**src/rtl/dmem_arbiter_if.sv**
```systemverilog
// Cache/memory bus seen by the dcache/icache arbiter: both cache request ports,
// the memory command/response/tag-return port and the per-cache return ports.
interface dmem_arbiter_if #(
    parameter int XLEN = 32
);
    // Handshake: a nonzero *2mem_command is a request held until a nonzero
    // response (the tag) accepts it in the same cycle; a nonzero *_tag marks
    // that cycle's data as valid for that tag.
    logic [1:0]      dcache2mem_command;
    logic [XLEN-1:0] dcache2mem_addr;
    logic [63:0]     dcache2mem_data;
    logic [1:0]      icache2mem_command;
    logic [XLEN-1:0] icache2mem_addr;

    logic [3:0]      mem2proc_response;
    logic [63:0]     mem2proc_data;
    logic [3:0]      mem2proc_tag;

    logic [1:0]      proc2mem_command;
    logic [XLEN-1:0] proc2mem_addr;
    logic [63:0]     proc2mem_data;

    logic [3:0]      mem2dcache_response;
    logic [63:0]     mem2dcache_data;
    logic [3:0]      mem2dcache_tag;
    logic [3:0]      mem2icache_response;
    logic [63:0]     mem2icache_data;
    logic [3:0]      mem2icache_tag;

    // The arbiter side.
    modport slave (
        input  dcache2mem_command, dcache2mem_addr, dcache2mem_data,
        input  icache2mem_command, icache2mem_addr,
        input  mem2proc_response, mem2proc_data, mem2proc_tag,
        output proc2mem_command, proc2mem_addr, proc2mem_data,
        output mem2dcache_response, mem2dcache_data, mem2dcache_tag,
        output mem2icache_response, mem2icache_data, mem2icache_tag
    );

    // The caches and memory together, as seen from the arbiter's environment.
    modport master (
        output dcache2mem_command, dcache2mem_addr, dcache2mem_data,
        output icache2mem_command, icache2mem_addr,
        output mem2proc_response, mem2proc_data, mem2proc_tag,
        input  proc2mem_command, proc2mem_addr, proc2mem_data,
        input  mem2dcache_response, mem2dcache_data, mem2dcache_tag,
        input  mem2icache_response, mem2icache_data, mem2icache_tag
    );
endinterface

```
**src/rtl/dmem_arbiter.sv**
```systemverilog
// Single-port memory arbiter: dcache-priority grant with icache anti-starvation,
// a tag owner table, and steering of returned load tags back to the owning cache.
module dmem_arbiter #(
    parameter int  XLEN         = 32,
    parameter int  STARVE_LIMIT = 4,
    parameter int  NUM_TAGS     = 16,
    localparam int CNT_W        = $clog2(NUM_TAGS + 1),
    localparam int STV_W        = $clog2(STARVE_LIMIT + 1)
) (
    input  logic             clock,
    input  logic             reset,
    dmem_arbiter_if.slave    bus,
    output logic             dcache_grant,
    output logic             icache_grant,
    output logic [CNT_W-1:0] outstanding_count,
    output logic             orphan_err,
    output logic [STV_W-1:0] dbg_starve_cnt
);
    localparam logic [1:0] CMD_NONE = 2'd0;
    localparam logic [1:0] CMD_LOAD = 2'd1;

    logic [NUM_TAGS-1:0] valid_q, valid_d;
    logic [NUM_TAGS-1:0] owner_q, owner_d;   // 0 dcache, 1 icache
    logic [STV_W-1:0]    starve_cnt_q, starve_cnt_d;
    logic [CNT_W-1:0]    count_q, count_d;
    logic                orphan_q, orphan_d;

    logic dcache_req;
    logic icache_req;
    logic starve_hit;
    logic accepted;
    logic alloc;
    logic ret_valid;
    logic ret_owner;

    // Grant: dcache first unless icache has waited STARVE_LIMIT accepted grants.
    always_comb begin
        dcache_req   = bus.dcache2mem_command != CMD_NONE;
        icache_req   = bus.icache2mem_command == CMD_LOAD;
        starve_hit   = icache_req && (starve_cnt_q == STV_W'(STARVE_LIMIT));
        icache_grant = icache_req && (!dcache_req || starve_hit);
        dcache_grant = dcache_req && !icache_grant;
    end

    always_comb begin
        bus.proc2mem_command = CMD_NONE;
        bus.proc2mem_addr    = '0;
        bus.proc2mem_data    = '0;
        if (dcache_grant) begin
            bus.proc2mem_command = bus.dcache2mem_command;
            bus.proc2mem_addr    = bus.dcache2mem_addr;
            bus.proc2mem_data    = bus.dcache2mem_data;
        end else if (icache_grant) begin
            bus.proc2mem_command = CMD_LOAD;
            bus.proc2mem_addr    = bus.icache2mem_addr;
        end
    end

    always_comb begin
        bus.mem2dcache_response = dcache_grant ? bus.mem2proc_response : 4'd0;
        bus.mem2icache_response = icache_grant ? bus.mem2proc_response : 4'd0;
    end

    // Tag return is looked up in the table as it stood before this edge.
    always_comb begin
        ret_valid           = (bus.mem2proc_tag != 4'd0) && valid_q[bus.mem2proc_tag];
        ret_owner           = owner_q[bus.mem2proc_tag];
        bus.mem2dcache_tag  = (ret_valid && !ret_owner) ? bus.mem2proc_tag : 4'd0;
        bus.mem2icache_tag  = (ret_valid &&  ret_owner) ? bus.mem2proc_tag : 4'd0;
        bus.mem2dcache_data = bus.mem2proc_data;
        bus.mem2icache_data = bus.mem2proc_data;
    end

    always_comb begin
        accepted = bus.mem2proc_response != 4'd0;
        alloc    = accepted &&
                   ((dcache_grant && bus.dcache2mem_command == CMD_LOAD) || icache_grant);

        valid_d = valid_q;
        owner_d = owner_q;
        if (bus.mem2proc_tag != 4'd0) begin
            valid_d[bus.mem2proc_tag] = 1'b0;
        end
        // Allocation after the free so a reused tag stays live with its new owner.
        if (alloc) begin
            valid_d[bus.mem2proc_response] = 1'b1;
            owner_d[bus.mem2proc_response] = icache_grant;
        end

        orphan_d = orphan_q || ((bus.mem2proc_tag != 4'd0) && !valid_q[bus.mem2proc_tag]);

        starve_cnt_d = starve_cnt_q;
        if ((icache_grant && accepted) || !icache_req) begin
            starve_cnt_d = '0;
        end else if (dcache_grant && accepted && (starve_cnt_q != STV_W'(STARVE_LIMIT))) begin
            starve_cnt_d = starve_cnt_q + STV_W'(1);
        end

        count_d = '0;
        for (int i = 0; i < NUM_TAGS; i++) begin
            count_d = count_d + CNT_W'(valid_d[i]);
        end
    end

    always_ff @(posedge clock) begin
        if (reset) begin
            valid_q      <= '0;
            owner_q      <= '0;
            starve_cnt_q <= '0;
            count_q      <= '0;
            orphan_q     <= 1'b0;
        end else begin
            valid_q      <= valid_d;
            owner_q      <= owner_d;
            starve_cnt_q <= starve_cnt_d;
            count_q      <= count_d;
            orphan_q     <= orphan_d;
        end
    end

    assign outstanding_count = count_q;
    assign orphan_err        = orphan_q;
    assign dbg_starve_cnt    = starve_cnt_q;
endmodule

```
**src/flat_wrapper.sv**
```systemverilog
// flat-port wrapper written by rule: the top's interface ports become plain ports
module dmem_arbiter_flat 
#(
    parameter int  XLEN         = 32,
    parameter int  STARVE_LIMIT = 4,
    parameter int  NUM_TAGS     = 16,
    localparam int CNT_W        = $clog2(NUM_TAGS + 1),
    localparam int STV_W        = $clog2(STARVE_LIMIT + 1)
)
  (clock, reset, dcache_grant, icache_grant, outstanding_count, orphan_err, dbg_starve_cnt, bus_dcache2mem_command, bus_dcache2mem_addr, bus_dcache2mem_data, bus_icache2mem_command, bus_icache2mem_addr, bus_mem2proc_response, bus_mem2proc_data, bus_mem2proc_tag, bus_proc2mem_command, bus_proc2mem_addr, bus_proc2mem_data, bus_mem2dcache_response, bus_mem2dcache_data, bus_mem2dcache_tag, bus_mem2icache_response, bus_mem2icache_data, bus_mem2icache_tag);
  dmem_arbiter_if #(.XLEN(XLEN)) bus_i ();
  input  logic clock;
  input  logic reset;
  output logic dcache_grant;
  output logic icache_grant;
  output logic [CNT_W-1:0] outstanding_count;
  output logic orphan_err;
  output logic [STV_W-1:0] dbg_starve_cnt;
  input wire logic [$bits(bus_i.dcache2mem_command)-1:0] bus_dcache2mem_command;
  input wire logic [$bits(bus_i.dcache2mem_addr)-1:0] bus_dcache2mem_addr;
  input wire logic [$bits(bus_i.dcache2mem_data)-1:0] bus_dcache2mem_data;
  input wire logic [$bits(bus_i.icache2mem_command)-1:0] bus_icache2mem_command;
  input wire logic [$bits(bus_i.icache2mem_addr)-1:0] bus_icache2mem_addr;
  input wire logic [$bits(bus_i.mem2proc_response)-1:0] bus_mem2proc_response;
  input wire logic [$bits(bus_i.mem2proc_data)-1:0] bus_mem2proc_data;
  input wire logic [$bits(bus_i.mem2proc_tag)-1:0] bus_mem2proc_tag;
  output wire logic [$bits(bus_i.proc2mem_command)-1:0] bus_proc2mem_command;
  output wire logic [$bits(bus_i.proc2mem_addr)-1:0] bus_proc2mem_addr;
  output wire logic [$bits(bus_i.proc2mem_data)-1:0] bus_proc2mem_data;
  output wire logic [$bits(bus_i.mem2dcache_response)-1:0] bus_mem2dcache_response;
  output wire logic [$bits(bus_i.mem2dcache_data)-1:0] bus_mem2dcache_data;
  output wire logic [$bits(bus_i.mem2dcache_tag)-1:0] bus_mem2dcache_tag;
  output wire logic [$bits(bus_i.mem2icache_response)-1:0] bus_mem2icache_response;
  output wire logic [$bits(bus_i.mem2icache_data)-1:0] bus_mem2icache_data;
  output wire logic [$bits(bus_i.mem2icache_tag)-1:0] bus_mem2icache_tag;
  assign bus_i.dcache2mem_command = bus_dcache2mem_command;
  assign bus_i.dcache2mem_addr = bus_dcache2mem_addr;
  assign bus_i.dcache2mem_data = bus_dcache2mem_data;
  assign bus_i.icache2mem_command = bus_icache2mem_command;
  assign bus_i.icache2mem_addr = bus_icache2mem_addr;
  assign bus_i.mem2proc_response = bus_mem2proc_response;
  assign bus_i.mem2proc_data = bus_mem2proc_data;
  assign bus_i.mem2proc_tag = bus_mem2proc_tag;
  assign bus_proc2mem_command = bus_i.proc2mem_command;
  assign bus_proc2mem_addr = bus_i.proc2mem_addr;
  assign bus_proc2mem_data = bus_i.proc2mem_data;
  assign bus_mem2dcache_response = bus_i.mem2dcache_response;
  assign bus_mem2dcache_data = bus_i.mem2dcache_data;
  assign bus_mem2dcache_tag = bus_i.mem2dcache_tag;
  assign bus_mem2icache_response = bus_i.mem2icache_response;
  assign bus_mem2icache_data = bus_i.mem2icache_data;
  assign bus_mem2icache_tag = bus_i.mem2icache_tag;
  dmem_arbiter #(.XLEN(XLEN), .STARVE_LIMIT(STARVE_LIMIT), .NUM_TAGS(NUM_TAGS)) u_core (.clock(clock), .reset(reset), .bus(bus_i), .dcache_grant(dcache_grant), .icache_grant(icache_grant), .outstanding_count(outstanding_count), .orphan_err(orphan_err), .dbg_starve_cnt(dbg_starve_cnt));
endmodule
```
**config.mk**
```make
export PLATFORM = sky130hd
export DESIGN_NAME = dmem_arbiter_flat
export DESIGN_NICKNAME = d
export VERILOG_FILES = /design/src/rtl/dmem_arbiter_if.sv /design/src/rtl/dmem_arbiter.sv /design/src/flat_wrapper.sv
export SDC_FILE = /design/constraint.sdc
export NUM_CORES = 1
export LEC_CHECK = 0
export ABC_AREA = 1
export CAP_MARGIN = 0
export CORE_AREA = 2 2 177 179
export CTS_CLUSTER_SIZE = 28
export DETAILED_ROUTE_END_ITERATION = 16
export DIE_AREA = 0 0 179 181
export HOLD_SLACK_MARGIN = 0.03
export SYNTH_ARGS = -nofsm -noshare
export SYNTH_HDL_FRONTEND = slang
export SYNTH_SLANG_ARGS = --single-unit
```
**constraint.sdc**
```tcl
create_clock -name clock -period 13.39 [get_ports clock]
set_input_delay 1.339 -clock clock [delete_from_list [all_inputs] [get_ports clock]]
set_output_delay 1.339 -clock clock [all_outputs]
set_load 0.03 [all_outputs]
```
After elaboration in Yosys (flattened, before gate mapping)
Cells that the tools add are included.
{"block": "word_totals", "wordCells": 79, "reg_bits": 41}
{"block": "op_classes", "eq_ne": 4, "add_sub_neg": 16, "magnitude_cmp": 4, "n_reduce_logical": 27, "muxes": 20, "bitwise_logic": 3}
{"operator": "5-bit by 1-bit adder with 5-bit output", "n": 14}
{"operator": "32-bit two-way mux", "n": 2}
{"operator": "64-bit two-way mux", "n": 1}
{"operator": "16-bit two-way mux", "n": 2}
{"operator": "16-bit AND", "n": 1}
{"operator": "16-bit bitwise mux", "n": 1}
{"operator": "4-bit two-way mux", "n": 4}
{"operator": "16-bit inverter", "n": 1}
{"operator": "16-bit OR", "n": 1}
{"operator": "1-bit logical AND", "n": 14}
{"operator": "4-bit by 5-bit less-than comparator with 1-bit output (second input constant)", "n": 2}
{"operator": "1-bit binary-select mux with 4-bit select", "n": 2}
{"operator": "1-bit demux with 4-bit select", "n": 2}
{"operator": "4-bit by 1-bit greater-or-equal comparator with 1-bit output (second input constant)", "n": 2}
{"operator": "4-bit nonzero test", "n": 2}
{"operator": "1-bit logical NOT", "n": 5}
{"operator": "1-bit two-way mux", "n": 5}
{"operator": "2-bit by 1-bit == test with 1-bit output (second input constant)", "n": 2}
{"operator": "1-bit logical OR", "n": 4}
{"operator": "3-bit by 1-bit adder with 3-bit output (second input constant)", "n": 1}
{"operator": "3-bit == test (second input constant)", "n": 1}
{"operator": "3-bit inequality test (second input constant)", "n": 1}
{"operator": "1-bit by 1-bit adder with 2-bit output", "n": 1}
{"operator": "2-bit two-way mux", "n": 1}
{"operator": "other kinds (2)", "n": 2}

Depth between registers and ports, before layout
Gate-level depths: netlist (run 1).
{"block": "depth", "ltp_word": 25, "mapped_depth": 25, "depth_no_buf": 24}

Least setup slack after synthesis (run 1)
Ideal clock, no wire load.
{"block": "synth_timing", "kind": "input -> register", "startpoint": "input port bus_mem2proc_response[1]", "endpoint": "register u_core.count_q[1], in the netlist u_core.outstanding_count[1]", "cell_stages": 18, "n_path_buf": 1, "arrival_time_ns": 5.384, "setup_slack_ns": 7.940, "required_ns": 13.324, "setup_time_ns": 0.066, "path_cell_list": "nor2_2 nand3_1 nand3_1 nand2_4 buf_6 nand2_2 nand2_1 ha_1 inv_1 fa_1 fa_1 fa_1 inv_1 fa_1 fa_1 inv_1 fa_1 nor2_1"}
{"block": "synth_between", "elab_chain_len": 21}
{"element": "start: declaration", "line": "flat_wrapper.sv:24", "text": "input wire logic [$bits(bus_i.mem2proc_response)-1:0] bus_mem2proc_response;"}
{"element": "4-bit by 5-bit less-than comparator with 1-bit output (implied by the code) / 4-bit by 1-bit greater-or-equal comparator with 1-bit output (equally long branches)", "line": "dmem_arbiter.sv:86", "text": "valid_d[bus.mem2proc_response] = 1'b1;"}
{"element": "1-bit logical AND (implied by the code)", "line": "dmem_arbiter.sv:86"}
{"element": "1-bit two-way mux (implied by the code)", "line": "dmem_arbiter.sv:86"}
{"element": "1-bit demux with 4-bit select"}
{"element": "16-bit OR (no source line)"}
{"element": "16-bit two-way mux (*)", "line": "dmem_arbiter.sv:85", "text": "if (alloc) begin"}
{"element": "via u_core.valid_d[1]", "line": "dmem_arbiter.sv:22", "text": "logic [NUM_TAGS-1:0] valid_q, valid_d;"}
{"element": "1-bit by 1-bit adder with 2-bit output (*)", "line": "dmem_arbiter.sv:101", "text": "count_d = count_d + CNT_W'(valid_d[i]);"}
{"element": "5-bit by 1-bit adder with 5-bit output (*) (14 in series)", "line": "dmem_arbiter.sv:101"}
{"element": "end signal: assignment", "line": "dmem_arbiter.sv:116", "text": "count_q <= count_d;"}
{"element": "end: declaration", "line": "dmem_arbiter.sv:25", "text": "logic [CNT_W-1:0] count_q, count_d;"}
Mark *: on every way through the listed nets, which the timed path passes. The rest lies on a longest branch.
A chain may end at the register's enable or synchronous reset.

Final worst setup path (run 1)
{"block": "layout_timing", "startpoint": "input port bus_icache2mem_command[0]", "endpoint": "register u_core.count_q[1], in the netlist u_core.outstanding_count[1]"}
{"block": "layout_between", "elab_chain_len": 25}
{"element": "start: declaration", "line": "flat_wrapper.sv:22", "text": "input wire logic [$bits(bus_i.icache2mem_command)-1:0] bus_icache2mem_command;"}
{"element": "2-bit by 1-bit == test with 1-bit output (*)", "line": "dmem_arbiter.sv:39", "text": "icache_req = bus.icache2mem_command == CMD_LOAD;"}
{"element": "1-bit logical AND", "line": "dmem_arbiter.sv:40", "text": "starve_hit = icache_req && (starve_cnt_q == STV_W'(STARVE_LIMIT));"}
{"element": "1-bit logical OR", "line": "dmem_arbiter.sv:41", "text": "icache_grant = icache_req && (!dcache_req || starve_hit);"}
{"element": "1-bit logical AND (*)", "line": "dmem_arbiter.sv:41"}
{"element": "1-bit logical NOT", "line": "dmem_arbiter.sv:42", "text": "dcache_grant = dcache_req && !icache_grant;"}
{"element": "1-bit logical AND", "line": "dmem_arbiter.sv:42"}
{"element": "1-bit logical AND", "line": "dmem_arbiter.sv:77", "text": "((dcache_grant && bus.dcache2mem_command == CMD_LOAD) || icache_grant);"}
{"element": "1-bit logical OR (*)", "line": "dmem_arbiter.sv:77"}
{"element": "1-bit logical AND (*)", "line": "dmem_arbiter.sv:76", "text": "alloc = accepted &&"}
{"element": "16-bit two-way mux (*)", "line": "dmem_arbiter.sv:85"}
{"element": "via u_core.valid_d[1]", "line": "dmem_arbiter.sv:22"}
{"element": "1-bit by 1-bit adder with 2-bit output (*)", "line": "dmem_arbiter.sv:101"}
{"element": "5-bit by 1-bit adder with 5-bit output (*) (14 in series)", "line": "dmem_arbiter.sv:101"}
Marks and branches as above.

==> flow_summary.ini, run 1 <==
[run_status]
status = finished, final reports clean

[setup_path]
cp_max_fo = 45
cp-end-kind = flip-flop
start_kind = primary input
max_stage_delay_ns = 0.54
worstPathCellList = clkdlybuf4s50_1 -> inv_1 -> nor2_2 -> nand2_2 -> inv_4 -> nand2_2 -> nand2_4 -> nand2_2 -> nand2_1 -> ha_1 -> inv_1 -> fa_1 -> fa_1 -> fa_1 -> inv_1 -> fa_1 -> fa_1 -> inv_1 -> fa_1 -> nor2_1
regToRegSetupSlack_ns = 7.99
crit_path_top_delay_cell = fa_1
crit_top_cell = fa_1
worstSetupPathType = in2reg
cp.arrival_ns = 6.57
required_ns = 13.59

[die]
die_area_sq_mm = 0.0324
start_util_pct = 14.6
rows = 64
die_width_microns = 179
coreArea_sq_mm = 0.0303
ioPinCount = 459
die_h_microns = 181

[global_route]
grt_util_all_layers_pct = 11.4
use_met3_pct = 4.08
globalRouteMet2Util_pct = 20.0
antenna_found_initial = 5
grt_pass1_wl_microns = 27400
grt_pass1_vias = 4411
grt_max_degree = 70
grt_overflow_total = 0
top_usage_layer = met2
use_met1_pct = 13.1

[power]
ir_worst_vdd_v = 0.0000389
finalPower_uw = 446
power_density_mw_per_mm2 = 67.2
leakage_uw = 0.00298

[final_layout]
layout.nets = 1048
insertedDiodeCount = 0
drive_above_1_share_pct = 5.33
final_cells = 1222
utilization_pct = 21.9
synthToLayoutAreaGrowth_pct = 49.4

[cts]
cts_resized = 0
postCtsSetupRepairBufs = 0
clk_path_buf_depth = 2
cts_tree = built
clk_pin_slew_ns = 0.06
cts_max_level = 2
insertion_delay_ns = 0.29
cts_inserted_buffers = 5
cts_hold_buffers = 0
cts-root-buf = clkbuf_16
clock-sinks = 41

[placed_design]
pre_cts_ws_ns = 6.69
io_buffers = 266
dp_hpwl_microns = 16700
place_inst = 1214
routabilityCongestion = 0.824

[timing]
timing.final.ws_setup_ns = 7.03
fmax_ghz = 0.157
final.setup_skew_ns = 0.00815
rsz0062_at_grt = false
setup_tns_ns = 0
worstMarginPinSlew_ns = 1.17
finalSetupViolCount = 0
slew_violations = 0
hold_viol = 0
fin_crit_ns = 6.36
maxSlewHeadroom_pct = 21.8
fin_crit_sh_pct = 47.5

[yosys]
ys.flop_type = dfxtp_1
netlist.area_leader.share_pct = 22.1
async_flop_share_pct = 0
netlist_instances = 707
syn_area_per_cell_sq_um = 6.29
yosysMostFrequentCell = buf_4
syn-cell-area_sq_mm = 0.00445
yosys_warnings = 0
yosysSeqAreaShare_pct = 18.5
synth-edff-count = 0
syn_nets = 930
ys_top_cells_by_count = buf_4, nand2_1, nor2_1
synth-seq-cells = 41
ys_top_cells_by_area = buf_4, dfxtp_1, nand2_1, nor2_1, inv_1
yosysUniqueCellTypes = 31
yosysTopAreaCell = buf_4

[drt]
num_vias = 4519
routed_wirelength_microns = 19100
via_per_inst = 3.70
wl_per_cell_microns = 15.6
ant_nets = 0
drt_pre_antenna_iters = 5
drc = 0
drt-initial-drc-count = 197

[hold_path]
hold_path_class = reg2reg

[job]
cap_violations = 0
critical path: cells and delay by family:
kind          cells  cell delay, ns
fa+ha+maj         7            2.98
buf+inv           6            1.10
simple gates      7            1.13
per-stage QoR:
| stage | area, sq um | hold slack, ns |
|---|---|---|
| global placement | 6490 | 0.413 |
| floorplan | 4450 | 0.403 |
| detailed placement | 6490 | 0.418 |
| CTS | 6640 | 0.427 |
| global route | 6640 | 0.448 |
| finish | 6640 | 0.423 |
layer usage:
metal | up-vias | wire, microns
met3 | 48 | 1850
li1 | 2243 | -
met2 | 234 | 9430
met1 | 1986 | 7420
met4 | 8 | 358
met5 | - | 54
area by class of cell:
cell class                 instances  area (sq um)
multi-input combinational        396          2070
sequential                        41           821
timing repair buffer             267          2670
tap                              396           495
clock inverter                     3          28.8
inverter                         114           430
fill                            3346         23700
clock buffer                       5           125
state kept, by name (all words and copies together), names as in the netlist:
register,count
u_core.dbg_starve_cnt,3
u_core.orphan_err,1
u_core.outstanding_count,5
u_core.owner_q,16
u_core.valid_q,16
cells in the final DEF (no fill, tap or decap), types with 14 or more instances in the layout:
cell             synthesis  final
a21oi_1                 31     31
dfxtp_1                 41     41
nand3_1                 18     18
nand2_2                 14     15
nand2_1                130    129
inv_1                  105    105
a22o_1                  32     32
clkdlybuf4s50_1          0    266
nor2_1                 121    121
o21ai_0                 14     14
worst paths after layout:
path                                                       startpoint                                endpoint  cells past startpoint
worst max-delay path                        bus_icache2mem_command[0]  u_core.outstanding_count[1]$_SDFF_PP0_                     20
worst min-delay path                   u_core.owner_q[0]$_SDFFE_PP0P_          u_core.owner_q[0]$_SDFFE_PP0P_                      2
worst max register to register  u_core.dbg_starve_cnt[0]$_SDFFE_PP0P_  u_core.outstanding_count[1]$_SDFF_PP0_                     21
worst min register to register         u_core.owner_q[0]$_SDFFE_PP0P_          u_core.owner_q[0]$_SDFFE_PP0P_                      2
cells by family after synthesis:
group                      synth area share (%)
DFF                                        18.5
xor gates and xnor gates                  0.197
adders and majority gates                  6.47
and+or+nand+nor                            27.0
AOI/OAI and AO/OA                          12.9
buffers and inverters                      35.0
power breakdown:
part / internal (uW) / switching, uW
logic: 89.1 / 105
registers: 124 / 1.14
clock network: 71.8 / 54.8
total: 285 / 161
(Power assumes the default switching activity.)
==> inputs of run 2 (changes only) <==
==> constraint.sdc (replaced) <==
create_clock -name clock -period 5.9 [get_ports clock]
set_input_delay 0.59 -clock clock [delete_from_list [all_inputs] [get_ports clock]]
set_output_delay 0.59 -clock clock [all_outputs]
set_load 0.03 [all_outputs]
==> flow_summary.ini, run 2 (synthesis results as in run 1) <==
[hold_path]
hold_path_class = reg2reg
hold_depth = 2
whs_endpoint = u_core.owner_q[0]$_SDFFE_PP0P_
min_from = u_core.owner_q[0]$_SDFFE_PP0P_

[setup_path]
cp_max_fo = 13
regToRegSetupSlack_ns = 0.88
cp.arrival_ns = 5.41
rr_startpoint = u_core.dbg_starve_cnt[0]$_SDFFE_PP0P_
cp-end-kind = flip-flop
reg2reg_depth = 21
required_ns = 6.10
start_kind = primary input
worstSetupPathType = in2reg
r2r_end = u_core.outstanding_count[1]$_SDFF_PP0_

[timing]
setup_tns_ns = 0
rsz0062_at_grt = false
fin_crit_sh_pct = 88.3
hold_viol = 0
fmax_ghz = 0.192
worstMarginPinSlew_ns = 1.20
finalSetupViolCount = 0
maxSlewHeadroom_pct = 19.5
final.setup_skew_ns = 0.0141
fin_crit_ns = 5.21
slew_violations = 0

[global_route]
antenna_found_initial = 3
grt_util_all_layers_pct = 11.6
grt_pass1_vias = 4579
grt_overflow_total = 0
grt_pass1_wl_microns = 28000
grt_max_degree = 69

[final_layout]
synthToLayoutAreaGrowth_pct = 50.7
regArea_sq_um = 821
fillCellCount = 3406
final_common_cell = clkdlybuf4s50_1
utilization_pct = 22.1
drive_above_1_share_pct = 5.90
insertedDiodeCount = 0
final_area_sq_mm = 0.00670
multi_input_area_sq_mm = 0.00207
layout.nets = 1053
final_cells = 1227
final_cell_mix = clkdlybuf4s50_1, nand2_1, nor2_1

[die]
die_area_sq_mm = 0.0324
rows = 64
start_util_pct = 14.6
die_width_microns = 179
die_h_microns = 181
ioPinCount = 459
coreArea_sq_mm = 0.0303

[placed_design]
place_inst = 1219
io_buffers = 266
routabilityCongestion = 0.839
dpl-instance-area_sq_mm = 0.00653
dp_hpwl_microns = 16600

[cts]
cts_tree = built
postCtsSetupRepairBufs = 0
cts-root-buf = clkbuf_16
clk_pin_slew_ns = 0.06
cts_resized = 0
cts_inserted_buffers = 5
clk_path_buf_depth = 2
cts_hold_buffers = 0
cts_max_level = 2
insertion_delay_ns = 0.29
clock-sinks = 41

[drt]
drc = 0
routed_wirelength_microns = 19100
drt-initial-drc-count = 201
ant_nets = 0
via_per_inst = 3.70
num_vias = 4543
wl_per_cell_microns = 15.5
drt_pre_antenna_iters = 4

[power]
power_density_mw_per_mm2 = 157
leakage_uw = 0.00301
ir_worst_vdd_v = 0.0000983

[job]
cap_violations = 0

[run_status]
status = finished, final reports clean
## run 2: changes by cell type in the layout (fill, tap and decap cells not counted), sizes merged
cell | previous run | this run
bufinv | 0 | 1
clkinv | 0 | 1
clkinvlp | 0 | 1
inv | 117 | 114
buf | 1 | 6
## run 2: worst max path at each step
| stage | to | startpoint | slack [ns] | cells past startpoint |
|---|---|---|---|---|
| final | u_core.outstanding_count[1]$_SDFF_PP0_ | bus_dcache2mem_command[0] | 0.69 | 21 |
| after global routing | u_core.outstanding_count[4]$_SDFF_PP0_ | bus_dcache2mem_command[0] | 0.35 | 23 |
| after CTS | u_core.outstanding_count[1]$_SDFF_PP0_ | bus_dcache2mem_command[0] | 0.66 | 21 |
| after detailed placement | u_core.outstanding_count[1]$_SDFF_PP0_ | bus_dcache2mem_command[0] | 0.41 | 21 |
| after global placement | u_core.outstanding_count[1]$_SDFF_PP0_ | bus_dcache2mem_command[0] | 0.47 | 21 |
| after floorplan | u_core.outstanding_count[1]$_SDFF_PP0_ | u_core.dbg_starve_cnt[0]$_SDFFE_PP0P_ | 0.99 | 22 |
## run 2: power by group
group | leakage [uW] | switching, uW | total [uW] | internal (uW)
combinational | 0.00260 | 241 | 445 | 205
clock | 0.0000800 | 120 | 320 | 200
sequential | 0.000331 | 2.47 | 284 | 282
## run 2: metrics by stage
step	setup WS, ns	total power (uW)	hold WS, ns
after floorplan	0.987	666	0.403
after global placement	0.470	741	0.413
after detailed placement	0.405	742	0.416
after CTS	0.663	1060	0.427
after global routing	0.353	1100	0.456
final	0.689	1050	0.424
## run 2: layer usage
metal / vias to the layer above / track usage [%] / routed length, microns
met4: 6 / 3.51 / 462
met5: - / 0 / 40
met1: 2008 / 13.3 / 7470
li1: 2254 / - / -
met3: 46 / 3.91 / 1750
met2: 229 / 20.2 / 9340
## run 2: final cells by class
type	instances	share of cell area [%]
Clock buffer	5	1.87
Clock inverter	3	0.691
Inverter	114	6.43
Multi-Input combinational cell	396	30.9
Sequential cell	41	12.3
Tap cell	396	7.40
Timing Repair Buffer	272	40.4
## run 2: critical path, stage by stage
cell and delay, ns:
clkdlybuf4s50_1 0.51, inv_2 0.04, nand2_1 0.10, nand2_2 0.08
nand2_2 0.20, inv_4 0.05, nand2_2 0.08, nand2_4 0.13
nand2_2 0.11, nand2_1 0.06, ha_1 0.28, inv_1 0.06
fa_1 0.52, fa_1 0.52, fa_1 0.54, inv_1 0.05
fa_1 0.47, fa_1 0.42, inv_1 0.08, fa_1 0.40
nor2_1 0.10
==> inputs of run 3 (changes only) <==
--- a/config.mk
+++ b/config.mk
@@ -11,7 +11,7 @@
 export CTS_CLUSTER_SIZE = 28
 export DETAILED_ROUTE_END_ITERATION = 16
 export DIE_AREA = 0 0 179 181
-export HOLD_SLACK_MARGIN = 0.03
+export SLEW_MARGIN = 15
 export SYNTH_ARGS = -nofsm -noshare
 export SYNTH_HDL_FRONTEND = slang
 export SYNTH_SLANG_ARGS = --single-unit
==> flow_summary.ini, run 3 (synthesis results as in run 1) <==
[setup_path]
cp_max_fo = 13
max_stage_delay_ns = 0.54
start_kind = primary input
crit_path_top_delay_cell = fa_1
worstPathCellList = clkdlybuf4s50_1 -> inv_2 -> nand2_1 -> nand2_2 -> nand2_2 -> inv_4 -> nand2_2 -> nand2_4 -> nand2_2 -> nand2_1 -> ha_1 -> inv_1 -> fa_1 -> fa_1 -> fa_1 -> inv_1 -> fa_1 -> fa_1 -> inv_1 -> fa_1 -> nor2_1
crit_family = adder cells
rr_startpoint = u_core.dbg_starve_cnt[0]$_SDFFE_PP0P_
worstSetupPathType = in2reg
critical_path.startpoint = bus_dcache2mem_command[0]
crit_top_cell = fa_1
required_ns = 6.12
critPathBufInv = 6
cp-end-kind = flip-flop
cp.arrival_ns = 5.41

[drt]
drt_pre_antenna_iters = 4
routed_wirelength_microns = 19100
via_per_inst = 3.70
num_vias = 4543
ant_nets = 0
drt-initial-drc-count = 201
drc = 0
wl_per_cell_microns = 15.5

[global_route]
grt_overflow_total = 0
antenna_found_initial = 3
grt_pass1_wl_microns = 28000
grt_max_degree = 69
grt_pass1_vias = 4579
grt_util_all_layers_pct = 11.6

[cts]
clk_path_buf_depth = 2
postCtsSetupRepairBufs = 0
cts_inserted_buffers = 5
cts_hold_buffers = 0
cts_max_level = 2
cts-root-buf = clkbuf_16
cts_resized = 0
clk_pin_slew_ns = 0.06
cts_tree = built
clock-sinks = 41
insertion_delay_ns = 0.29

[power]
ir_worst_vdd_v = 0.0000983
clockPowerShare_pct = 30.5
p_sw_uw = 363
p_int_uw = 686
power_frac_comb_pct = 42.4
swShare_pct = 34.6
seqPwrFrac_pct = 27.1
power_density_mw_per_mm2 = 157
leakage_uw = 0.00301

[die]
rows = 64
die_h_microns = 181
start_util_pct = 14.6
coreArea_sq_mm = 0.0303
die_width_microns = 179
ioPinCount = 459
die_area_sq_mm = 0.0324

[timing]
holdWs_ns = 0.424
slew_violations = 0
fin_crit_sh_pct = 88.0
rsz0062_at_grt = false
fmax_ghz = 0.193
worstMarginPinSlew_ns = 0.676
finalSetupViolCount = 0
hold_viol = 0
maxSlewHeadroom_pct = 54.9
setup_tns_ns = 0
final.setup_skew_ns = 0.0141
fin_crit_ns = 5.19
timing.final.ws_setup_ns = 0.707

[run_status]
status = finished, final reports clean

[placed_design]
dpl-instance-area_sq_mm = 0.00653
dp_hpwl_microns = 16600
routabilityCongestion = 0.839
io_buffers = 266
pre_cts_ws_ns = 0.405

[final_layout]
synthToLayoutAreaGrowth_pct = 50.5
final_cell_mix = clkdlybuf4s50_1, nand2_1, nor2_1
final_area_sq_mm = 0.00669
layout.nets = 1053
insertedDiodeCount = 0
drive_above_1_share_pct = 6.02
final_common_cell = clkdlybuf4s50_1

[hold_path]
hold_path_class = reg2reg
min_from = u_core.owner_q[0]$_SDFFE_PP0P_

[job]
cap_violations = 0
==> run 3: worst min-delay path: stages (launching register included) <==
cell     delay [ns]
dfxtp_1        0.31
inv_1          0.05
nor2_1         0.03
==> run 3: per-stage QoR <==
stage / cells / util, % / power [uW]
floorplan: 707 / - / 666
global route: 1227 / 22.1 / 1100
detailed placement: 1219 / 21.5 / 742
CTS: 1227 / 22.1 / 1060
global placement: 1219 / 21.5 / 741
finish: 1227 / 22.1 / 1050
==> run 3: final timing paths <==
| check | endpoint | slack [ns] | depth (start not counted) |
|---|---|---|---|
| setup / recovery | u_core.outstanding_count[1]$_SDFF_PP0_ | 0.71 | 21 |
| setup reg to reg | u_core.outstanding_count[1]$_SDFF_PP0_ | 0.90 | 21 |
| hold reg to reg | u_core.owner_q[0]$_SDFFE_PP0P_ | 0.42 | 2 |
| hold / removal | u_core.owner_q[0]$_SDFFE_PP0P_ | 0.42 | 2 |
==> run 3: power by group through the flow <==
stage,registers (uW),clock network (uW),logic [uW]
floorplan,295,0,371
global placement,291,0,450
detailed placement,291,0,451
CTS,284,326,453
global route,285,335,476
finish,284,320,445
==> run 3: cell type report <==
| class | count | area, sq um |
|---|---|---|
| Tap cell | 396 | 495 |
| Fill cell | 3406 | 23700 |
| Multi-Input combinational cell | 396 | 2070 |
| Timing Repair Buffer | 272 | 2700 |
| Clock buffer | 5 | 125 |
| Clock inverter | 3 | 46.3 |
| Sequential cell | 41 | 821 |
| Inverter | 114 | 430 |
==> run 3: routing by layer <==
layer / GRT usage (%) / vias up / routed length (microns)
li1: - / 2254 / -
met1: 13.3 / 2008 / 7470
met2: 20.2 / 229 / 9340
met3: 3.91 / 46 / 1750
met4: 3.51 / 6 / 462
met5: 0 / - / 40
